$ cat src/rtl/ha1588_pkg.sv
// Shared PTP time definitions: time widths, nanosecond wrap, target FSM encoding.
// Latency: n/a (types and constants only).
// Backpressure: n/a.
package ha1588_pkg;

    localparam int SEC_W = 48;
    localparam int NS_W  = 32;

    // Nanoseconds field rolls over at one second.
    localparam logic [NS_W-1:0] NS_PER_SEC = 32'd1_000_000_000;

    // Seconds in the upper bits, so the packed struct compares as one
    // 80-bit unsigned timestamp.
    typedef struct packed {
        logic [SEC_W-1:0] sec;
        logic [NS_W-1:0]  ns;
    } ptp_time_t;

    typedef enum logic [1:0] {
        TGT_IDLE  = 2'd0,
        TGT_ARMED = 2'd1,
        TGT_ADV   = 2'd2
    } tgt_state_t;

    // True when a nanoseconds value (or a nanosecond increment) is a
    // legal sub-second quantity.
    function automatic logic ns_in_range(input logic [NS_W-1:0] ns);
        return ns < NS_PER_SEC;
    endfunction

endpackage

$ cat src/rtl/ptp_evt_gen_if.sv
// Register-block control/status bundle for the timed-event generator.
// Latency: n/a (wires only).
// Backpressure: none; strobes are single-cycle, status is level or pulse.
//
// Signals:
//   tgt_ld        : one-cycle strobe, load target and arm
//   tgt_sec/ns    : target time
//   tgt_period_ns : re-arm increment, 0 = one-shot
//   tgt_cancel    : one-cycle strobe, disarm (wins over tgt_ld)
//   armed         : target armed
//   ld_err        : one-cycle pulse, tgt_ld rejected
//   missed        : sticky, a periodic re-arm landed in the past
interface ptp_evt_gen_if;
    import ha1588_pkg::*;

    logic             tgt_ld;
    logic [SEC_W-1:0] tgt_sec;
    logic [NS_W-1:0]  tgt_ns;
    logic [NS_W-1:0]  tgt_period_ns;
    logic             tgt_cancel;
    logic             armed;
    logic             ld_err;
    logic             missed;

    // Register block side.
    modport master (
        output tgt_ld, tgt_sec, tgt_ns, tgt_period_ns, tgt_cancel,
        input  armed, ld_err, missed
    );

    // Event generator side.
    modport slave (
        input  tgt_ld, tgt_sec, tgt_ns, tgt_period_ns, tgt_cancel,
        output armed, ld_err, missed
    );

endinterface

$ cat src/rtl/ptp_time_add.sv
// Combinational PTP time adder: {sec,ns} + ns with wrap at one second.
// Latency: 0 cycles (pure combinational).
// Backpressure: none.
//
// Ports:
//   sec_i/ns_i : base time, ns_i < NS_PER_SEC
//   add_ns_i   : increment, < NS_PER_SEC
//   sec_o/ns_o : sum; seconds wrap modulo 2^SEC_W
module ptp_time_add
    import ha1588_pkg::*;
(
    input  logic [SEC_W-1:0] sec_i,
    input  logic [NS_W-1:0]  ns_i,
    input  logic [NS_W-1:0]  add_ns_i,
    output logic [SEC_W-1:0] sec_o,
    output logic [NS_W-1:0]  ns_o
);

    // One extra bit so the raw sum can never alias, whatever the inputs.
    logic [NS_W:0] ns_sum;
    logic [NS_W:0] ns_wrap;

    assign ns_sum  = {1'b0, ns_i} + {1'b0, add_ns_i};
    assign ns_wrap = ns_sum - {1'b0, NS_PER_SEC};

    // With both operands below one second, at most one carry is possible.
    always_comb begin
        sec_o = sec_i;
        ns_o  = ns_sum[NS_W-1:0];
        if (ns_sum >= {1'b0, NS_PER_SEC}) begin
            ns_o  = ns_wrap[NS_W-1:0];
            sec_o = sec_i + {{(SEC_W-1){1'b0}}, 1'b1};
        end
    end

endmodule

$ cat src/rtl/ptp_evt_gen.sv
// PTP timed outputs: PPS pulse on each seconds change, plus a one-shot/periodic target-time event.
// Latency: pps_out and evt_out both assert 2 clk edges after the triggering time value is driven.
// Backpressure: none; control strobes are accepted every cycle, outputs cannot be stalled.
//
// Ports:
//   clk, rst       : RTC clock, synchronous active-high reset
//   time_ptp_sec/ns: live RTC time, registered before use
//   pps_width      : PPS high time in clocks (0 behaves as 1)
//   ctl            : register-block control/status (ptp_evt_gen_if.slave)
//   pps_out        : PPS pulse
//   evt_out        : one-cycle target event pulse
module ptp_evt_gen
    import ha1588_pkg::*;
#(
    parameter int PW_WIDTH = 16
)
(
    input  logic                clk,
    input  logic                rst,
    input  logic [NS_W-1:0]     time_ptp_ns,
    input  logic [SEC_W-1:0]    time_ptp_sec,
    input  logic [PW_WIDTH-1:0] pps_width,
    ptp_evt_gen_if.slave        ctl,
    output logic                pps_out,
    output logic                evt_out
);

    localparam logic [PW_WIDTH-1:0] PW_ONE = {{(PW_WIDTH-1){1'b0}}, 1'b1};

    // ------------------------------------------------------------------
    // Input stage: every decision below works on the registered time.
    // ------------------------------------------------------------------
    ptp_time_t time_q;

    always_ff @(posedge clk) begin
        if (rst) begin
            time_q <= '0;
        end else begin
            time_q <= {time_ptp_sec, time_ptp_ns};
        end
    end

    // ------------------------------------------------------------------
    // PPS generation
    // ------------------------------------------------------------------
    // time_vld_q marks that time_q holds a real sample; seen_first_q marks
    // that sec_prev_q does too. Comparing only once both hold real
    // samples keeps the first post-reset time value from looking like a
    // seconds change.
    logic                time_vld_q;
    logic                seen_first_q;
    logic [SEC_W-1:0]    sec_prev_q;
    logic [PW_WIDTH-1:0] pps_cnt_q;
    logic [PW_WIDTH-1:0] pps_cnt_d;
    logic                rollover;

    // Any change counts, including a backward jump after an RTC load.
    assign rollover = seen_first_q && (time_q.sec != sec_prev_q);

    always_comb begin
        pps_cnt_d = pps_cnt_q;
        if (rollover) begin
            // Restarts the count even if a pulse is already running.
            pps_cnt_d = (pps_width == '0) ? PW_ONE : pps_width;
        end else if (pps_cnt_q != '0) begin
            pps_cnt_d = pps_cnt_q - PW_ONE;
        end
    end

    always_ff @(posedge clk) begin
        if (rst) begin
            time_vld_q   <= 1'b0;
            seen_first_q <= 1'b0;
            sec_prev_q   <= '0;
            pps_cnt_q    <= '0;
        end else begin
            time_vld_q   <= 1'b1;
            seen_first_q <= time_vld_q;
            sec_prev_q   <= time_q.sec;
            pps_cnt_q    <= pps_cnt_d;
        end
    end

    // High for exactly the loaded number of cycles.
    assign pps_out = (pps_cnt_q != '0);

    // ------------------------------------------------------------------
    // Target-time event FSM
    // ------------------------------------------------------------------
    tgt_state_t      state_q, state_d;
    ptp_time_t       tgt_q, tgt_d;
    logic [NS_W-1:0] per_q, per_d;
    logic            missed_q, missed_d;
    logic            evt_q, evt_d;
    logic            ld_err_q, ld_err_d;

    logic            ld_ok;
    logic            hit;
    ptp_time_t       adv_time;

    assign ld_ok = ns_in_range(ctl.tgt_ns) && ns_in_range(ctl.tgt_period_ns);
    assign hit   = (time_q >= tgt_q);

    // Next periodic target; only consumed in TGT_ADV.
    ptp_time_add u_adv (
        .sec_i    (tgt_q.sec),
        .ns_i     (tgt_q.ns),
        .add_ns_i (per_q),
        .sec_o    (adv_time.sec),
        .ns_o     (adv_time.ns)
    );

    always_comb begin
        state_d  = state_q;
        tgt_d    = tgt_q;
        per_d    = per_q;
        missed_d = missed_q;
        evt_d    = 1'b0;
        // A rejected load never disturbs the FSM; a cancel hides it.
        ld_err_d = ctl.tgt_ld && !ctl.tgt_cancel && !ld_ok;

        if (ctl.tgt_cancel) begin
            state_d = TGT_IDLE;
        end else if (ctl.tgt_ld && ld_ok) begin
            // Retarget from any state; a pending advance is dropped.
            tgt_d    = {ctl.tgt_sec, ctl.tgt_ns};
            per_d    = ctl.tgt_period_ns;
            missed_d = 1'b0;
            state_d  = TGT_ARMED;
        end else begin
            case (state_q)
                TGT_ARMED: begin
                    if (hit) begin
                        evt_d   = 1'b1;
                        state_d = (per_q == '0) ? TGT_IDLE : TGT_ADV;
                    end
                end
                TGT_ADV: begin
                    // No compare this cycle, so each advance yields at most
                    // one event. A target that is already due flags missed
                    // and still fires on the next ARMED compare.
                    tgt_d   = adv_time;
                    state_d = TGT_ARMED;
                    if (adv_time <= time_q) begin
                        missed_d = 1'b1;
                    end
                end
                default: begin
                end
            endcase
        end
    end

    always_ff @(posedge clk) begin
        if (rst) begin
            state_q  <= TGT_IDLE;
            tgt_q    <= '0;
            per_q    <= '0;
            missed_q <= 1'b0;
            evt_q    <= 1'b0;
            ld_err_q <= 1'b0;
        end else begin
            state_q  <= state_d;
            tgt_q    <= tgt_d;
            per_q    <= per_d;
            missed_q <= missed_d;
            evt_q    <= evt_d;
            ld_err_q <= ld_err_d;
        end
    end

    assign evt_out    = evt_q;
    assign ctl.armed  = (state_q != TGT_IDLE);
    assign ctl.ld_err = ld_err_q;
    assign ctl.missed = missed_q;

endmodule

$ cat src/flat_wrapper.sv
// flat-port wrapper written by rule: the top's interface ports become plain ports
module ptp_evt_gen_flat import ha1588_pkg::*;
#(
    parameter int PW_WIDTH = 16
)
  (clk, rst, time_ptp_ns, time_ptp_sec, pps_width, pps_out, evt_out, ctl_tgt_ld, ctl_tgt_sec, ctl_tgt_ns, ctl_tgt_period_ns, ctl_tgt_cancel, ctl_armed, ctl_ld_err, ctl_missed);
  ptp_evt_gen_if ctl_i ();
  input  logic clk;
  input  logic rst;
  input  logic [NS_W-1:0] time_ptp_ns;
  input  logic [SEC_W-1:0] time_ptp_sec;
  input  logic [PW_WIDTH-1:0] pps_width;
  output logic pps_out;
  output logic evt_out;
  input wire logic [$bits(ctl_i.tgt_ld)-1:0] ctl_tgt_ld;
  input wire logic [$bits(ctl_i.tgt_sec)-1:0] ctl_tgt_sec;
  input wire logic [$bits(ctl_i.tgt_ns)-1:0] ctl_tgt_ns;
  input wire logic [$bits(ctl_i.tgt_period_ns)-1:0] ctl_tgt_period_ns;
  input wire logic [$bits(ctl_i.tgt_cancel)-1:0] ctl_tgt_cancel;
  output wire logic [$bits(ctl_i.armed)-1:0] ctl_armed;
  output wire logic [$bits(ctl_i.ld_err)-1:0] ctl_ld_err;
  output wire logic [$bits(ctl_i.missed)-1:0] ctl_missed;
  assign ctl_i.tgt_ld = ctl_tgt_ld;
  assign ctl_i.tgt_sec = ctl_tgt_sec;
  assign ctl_i.tgt_ns = ctl_tgt_ns;
  assign ctl_i.tgt_period_ns = ctl_tgt_period_ns;
  assign ctl_i.tgt_cancel = ctl_tgt_cancel;
  assign ctl_armed = ctl_i.armed;
  assign ctl_ld_err = ctl_i.ld_err;
  assign ctl_missed = ctl_i.missed;
  ptp_evt_gen #(.PW_WIDTH(PW_WIDTH)) u_core (.clk(clk), .rst(rst), .time_ptp_ns(time_ptp_ns), .time_ptp_sec(time_ptp_sec), .pps_width(pps_width), .ctl(ctl_i), .pps_out(pps_out), .evt_out(evt_out));
endmodule
$ cat config.mk
export PLATFORM = sky130hd
export DESIGN_NAME = ptp_evt_gen_flat
export DESIGN_NICKNAME = d
export VERILOG_FILES = /design/src/rtl/ha1588_pkg.sv /design/src/rtl/ptp_evt_gen_if.sv /design/src/rtl/ptp_time_add.sv /design/src/rtl/ptp_evt_gen.sv /design/src/flat_wrapper.sv
export SDC_FILE = /design/constraint.sdc
export NUM_CORES = 1
export LEC_CHECK = 0
export ABC_CLOCK_PERIOD_IN_PS = 12000
export CAP_MARGIN = 40
export CORE_MARGIN = 2
export CORE_UTILIZATION = 35
export CTS_CLUSTER_DIAMETER = 60
export CTS_CLUSTER_SIZE = 28
export DETAILED_ROUTE_END_ITERATION = 10
export DONT_BUFFER_PORTS = 1
export PLACE_DENSITY = 0.6
export SYNTH_ARGS = -nofsm -noshare
export SYNTH_HDL_FRONTEND = slang
export SYNTH_SLANG_ARGS = --single-unit
$ cat constraint.sdc
create_clock -name clk -period 12 [get_ports clk]
set_input_delay 1.8 -clock clk [delete_from_list [all_inputs] [get_ports clk]]
set_output_delay 1.8 -clock clk [all_outputs]
set_load 0.03 [all_outputs]
# Word-level counts from Yosys, hierarchy flattened
# Index checks and enable logic that the tools add are counted.
[totals]
reg_bits = 263
in_bits = 212
output_inout_bits = 5
[classes]
addsub = 4
magnitude_cmp = 5
n_eq_ne = 5
mux = 16
bitwise_logic = 2
n_reduce_logical = 24
[op_table]
columns = ["op", "count"]
rows = [
  ["80-bit two-way mux", 2],
  ["80-bit >= comparator", 1],
  ["80-bit <= comparator", 1],
  ["32-bit by 30-bit less-than comparator with 1-bit output (second input constant)", 2],
  ["48-bit by 1-bit adder with 48-bit output (second input constant)", 1],
  ["16-bit two-way mux", 3],
  ["48-bit two-way mux", 1],
  ["48-bit != test", 1],
  ["32-bit by 32-bit adder with 33-bit output", 1],
  ["33-bit by 30-bit >= comparator with 1-bit output (second input constant)", 1],
  ["32-bit zero test", 1],
  ["32-bit two-way mux", 1],
  ["32-bit by 30-bit subtractor with 32-bit output (second input constant)", 1],
  ["16-bit zero test", 1],
  ["16-bit nonzero test", 1],
  ["16-bit by 1-bit subtractor with 16-bit output (second input constant)", 1],
  ["2-bit nonzero test", 5],
  ["2-bit AND reduction", 4],
  ["1-bit two-way mux", 6],
  ["1-bit logical AND", 5],
  ["2-bit two-way mux", 2],
  ["2-bit one-hot mux with 2 select lines", 1],
  ["4-bit OR reduction", 1],
  ["3-bit by 1-bit != test with 1-bit output (second input constant)", 1],
  ["9 further kinds", 11],
]

# Longest topological paths before layout
[logic_depth]
word_depth = 7
depth_mapped = 33

# Hierarchy
# From an unflattened synthesis, not the netlist that was laid out.
[unflattened]
hier_cells = 2120
hier_area_um2 = 17853.4
[modules_own_cells]
columns = ["module", "instances", "cells_per_inst", "area_each_um2"]
rows = [
  ["ptp_evt_gen", 1, 1575, 13968.4],
  ["ptp_time_add", 1, 545, 3885.0],
]

# Least setup slack after synthesis
# No wires, ideal clock.
[synth_timing]
path_type = "reg-to-reg"
from = "register u_core.per_q[0]"
to = "register u_core.missed_q (netlist: u_core.ctl.missed)"
t_arrival_ns = 5.954
required_time_ns = 11.885
setup_slack_ns = 5.931
path_stages_with_launch = 30
path_buffers = 2
cell_sequence = "dfxtp_1 -> ha_1 -> inv_1 -> fa_1 -> nor2b_1 -> o31a_1 -> o21ai_1 -> a21boi_0 -> or2_2 -> ha_1 -> nor3_1 -> a211oi_1 -> o311ai_0 -> a211oi_2 -> o31ai_4 -> nor2_2 -> buf_6 -> buf_6 -> nor4_4 -> xnor2_1 -> ha_1 -> nand4_1 -> nor4_1 -> nand3_1 -> or3_1 -> nor3_1 -> o31ai_1 -> o211a_1 -> o21a_1 -> o21a_1"
[synth_between]
elab_chain_cells = 6
word_cells_on_any_way = 8
[synth_lines]
columns = ["item", "line_no", "rtl"]
rows = [
  ["start, declared", "ptp_evt_gen.sv:92", "logic [NS_W-1:0] per_q, per_d;"],
  ["start signal, assigned", "ptp_evt_gen.sv:165", "per_q <= per_d;"],
  ["32-bit by 32-bit adder with 33-bit output (*)", "ptp_time_add.sv:23", "assign ns_sum = {1'b0, ns_i} + {1'b0, add_ns_i};"],
  ["32-bit by 30-bit subtractor with 32-bit output or 33-bit by 30-bit >= comparator with 1-bit output (tied branches)", "ptp_time_add.sv:24, ptp_time_add.sv:30", ""],
  ["32-bit two-way mux or 48-bit two-way mux (tied branches)", "ptp_time_add.sv:30", "if (ns_sum >= {1'b0, NS_PER_SEC}) begin"],
  ["80-bit <= comparator (*)", "ptp_evt_gen.sv:144", "if (adv_time <= time_q) begin"],
  ["2-bit nonzero test (no line) (*)", "n/a", ""],
  ["3-bit AND reduction (no line) (*)", "n/a", ""],
  ["end signal, assigned", "ptp_evt_gen.sv:166", "missed_q <= missed_d;"],
  ["end, declared", "ptp_evt_gen.sv:93", "logic missed_q, missed_d;"],
]
# Every way passes the cells marked *; elsewhere a longest branch is shown, timed or not.
# A chain may end at the register's enable or synchronous reset.

# Worst setup path in the final report
# Same ends and word-level chain as after synthesis.

==> flow_summary.ini <==
[detailed_routing]
wl_per_cell_um = 22.4
dr.pass1.iters = 7
viasPerCell = 5.69
wirelength_mm = 66.9
first_iter_violations = 1264
drc = 0
antenna_left = 0
num_vias = 17000

[clocking]
clock_sinks = 263
numCtsBuffers = 35
post-cts-setup-buffers = 0
clk_latency_ns = 0.56
cts_tree = yes
cts-root-buf = clkbuf_16
cts_resized = 0
clkTransAtPathRegs_ns = 0.06
clk_path_buf_depth = 3
htreeDepth = 2
cts_hold_buffers = 0

[global_route]
grt_pass1_wl_mm = 101
grt_use_total_pct = 23.6
grt_start_max_net_pins = 243
grt_pass1_vias = 16500
antenna_found_initial = 15
grt_overflow = 0

[logic_synthesis]
synth.area.top_cells = dfxtp_1 28%, ha_1 13%, nor2_1 4.1%
async_reset_ff_share_pct = 0
synth_xor_area_share_pct = 6.63
synth.distinct_cells = 92
synth_simple_gate_area_share_pct = 23.3
synthesis.nets = 2717
synth_top_cell_by_area = dfxtp_1
synth_area_um2 = 18600
synth-adder-area-share_pct = 13.2
yosysMostFrequentCell = dfxtp_1
synth-warning-count = 0
synth_top_area_share_pct = 28.3
synthMuxAreaShare_pct = 1.48
synth_compound_area_share_pct = 20.8
synth_cells = 2309
synthTopCellsByCount = 263 x dfxtp_1, 202 x nor2_1, 195 x ha_1
synth.avg_cell_area_um2 = 8.06
ys_ff_latch = 263
synth.yosys.seq_area_share_pct = 28.3
synth_edf_count = 0
synth_top_family_by_area = simple AND/OR/NAND/NOR gates
synth_ff_type = dfxtp_1

[worst_setup_path]
cp_slowest_stage_delay_ns = 0.73
worst_path_max_delay_cell = nor3_2
worstSetupPathType = flop to flop
cp_max_fo = 17
cp_num_buf_inv = 1
worst_setup_path_start_kind = flop
cp.required_ns = 12.49
worst_path_most_repeated_cell = a21o_1
arrival_ns = 7.99
endpoint_kind = flop
path_delay_family = compound AO/OA/AOI/OAI gates

[timing]
fin_crit_sh_pct = 62.5
clock_skew_ns = 0.0237
rsz0062_at_grt = false
setup_violations = 0
relSlewSlack_pct = 33.8
maxSlewViolCount = 0
finalSetupTns_ns = 0
clock.fmax_mhz = 133
tightest_slew_ns = 0.980
finalCriticalPeriod_ns = 7.50
hold_viol_final = 0

[die]
die_h_um = 235
io_pins = 217
dieWidth_um = 235
core_area_um2 = 52600
die-area_um2 = 55100
start_util_pct = 35.4
fp-row-count = 84

[power]
p_per_area_nw_per_um2 = 115
power_leakage_uw = 0.00851
peakVddDrop_v = 0.0000803

[layout]
syn2layout_area_growth_pct = 10.0
drive_above_1_share_pct = 6.53
fin_nets = 2667
final_util_pct = 39.0

[job]
maxCapViolations = 0

[run_status]
outcome = finished, final reports clean

[place]
gp_congestion = 0.931
port-buffer-count = 0
hpwl_mm = 51.8

[hold_path]
hold_path_class = flop to flop
final cells by class:
cell class	instances	area (µm²)
inverter	182	683
fill	5370	32100
tap	688	861
multi-input combinational	1754	12300
timing repair buffer	23	186
sequential	263	5270
clock inverter	21	280
antenna	12	30.0
clock buffer	40	925
worst reg2reg max path: cells and delay by family, from the launching register on:
kind / cells / cell delay (ns)
AO/OA/AOI/OAI: 18 / 4.11
AND/OR/NAND/NOR: 6 / 1.84
adder cells (fa/ha/maj): 4 / 0.93
flip-flops: 1 / 0.33
XOR/XNOR: 1 / 0.18
buffers and inverters: 1 / 0.07
state kept, by name, summed over array words and instances, names as in the netlist:
name	count
u_core.evt_out	1
u_core.seen_first_q	1
u_core.time_vld_q	1
u_core.sec_prev_q	48
u_core.time_q	80
u_core.ctl.ld_err	1
u_core.state_q	2
u_core.pps_cnt_q	16
u_core.per_q	32
u_core.ctl.missed	1
u_core.tgt_q	80
stage by stage:
stage	setup slack, ns	hold WS [ns]	cell area [µm²]	total power (µW)	cells
after CTS	4.54	0.434	20400	2370	2969
after detailed placement	4.60	0.433	19200	1250	2908
after floorplan	5.93	0.414	18600	1180	2309
after global routing	3.95	0.459	20500	2450	2974
final	4.50	0.434	20500	2350	2983
after global placement	4.74	0.426	19200	1250	2901
where the power goes:
group / switching, µW / leakage, µW / internal, µW
sequential: 40.4 / 0.00215 / 913
clock: 455 / 0.000586 / 655
combinational: 159 / 0.00577 / 126
total: 654 / 0.00851 / 1690
kinds of logic after synthesis:
| family | after synthesis |
|---|---|
| AND/OR/NAND/NOR | 837 |
| AO/OA/AOI/OAI | 554 |
| adder cells (fa/ha/maj) | 196 |
| buffers and inverters | 292 |
| flip-flops | 263 |
| multiplexers | 27 |
| XOR/XNOR | 140 |
layout by cell type (no fill, tap or decap), drive strengths merged, types with 81 or more instances in the layout:
cell / netlist / routed
a21o: 85 / 85
a21oi: 123 / 123
dfxtp: 263 / 263
ha: 195 / 195
inv: 182 / 190
nand2: 188 / 188
nor2: 204 / 204
nor2b: 98 / 98
o21ai: 88 / 88
xnor2: 81 / 81
path summary, 6_finish.rpt:
check	startpoint	endpoint	slack (ns)	cells after the start
setup / recovery	u_core.per_q[0]	u_core.ctl.missed	4.50	30
hold / removal	u_core.time_vld_q	u_core.seen_first_q	0.43	1
setup reg to reg	u_core.per_q[0]	u_core.ctl.missed	4.50	30
hold reg to reg	u_core.time_vld_q	u_core.seen_first_q	0.43	1
routing by layer:
metal  wire length [µm]  GRT usage [%]  up-vias
li1                   -              -     8178
met1              29300           30.8     8044
met2              28800           36.5      599
met3               6290           7.42      132
met4               2400           8.19       16
met5                 99              0        -
Power figures use the tool's default switching activity.
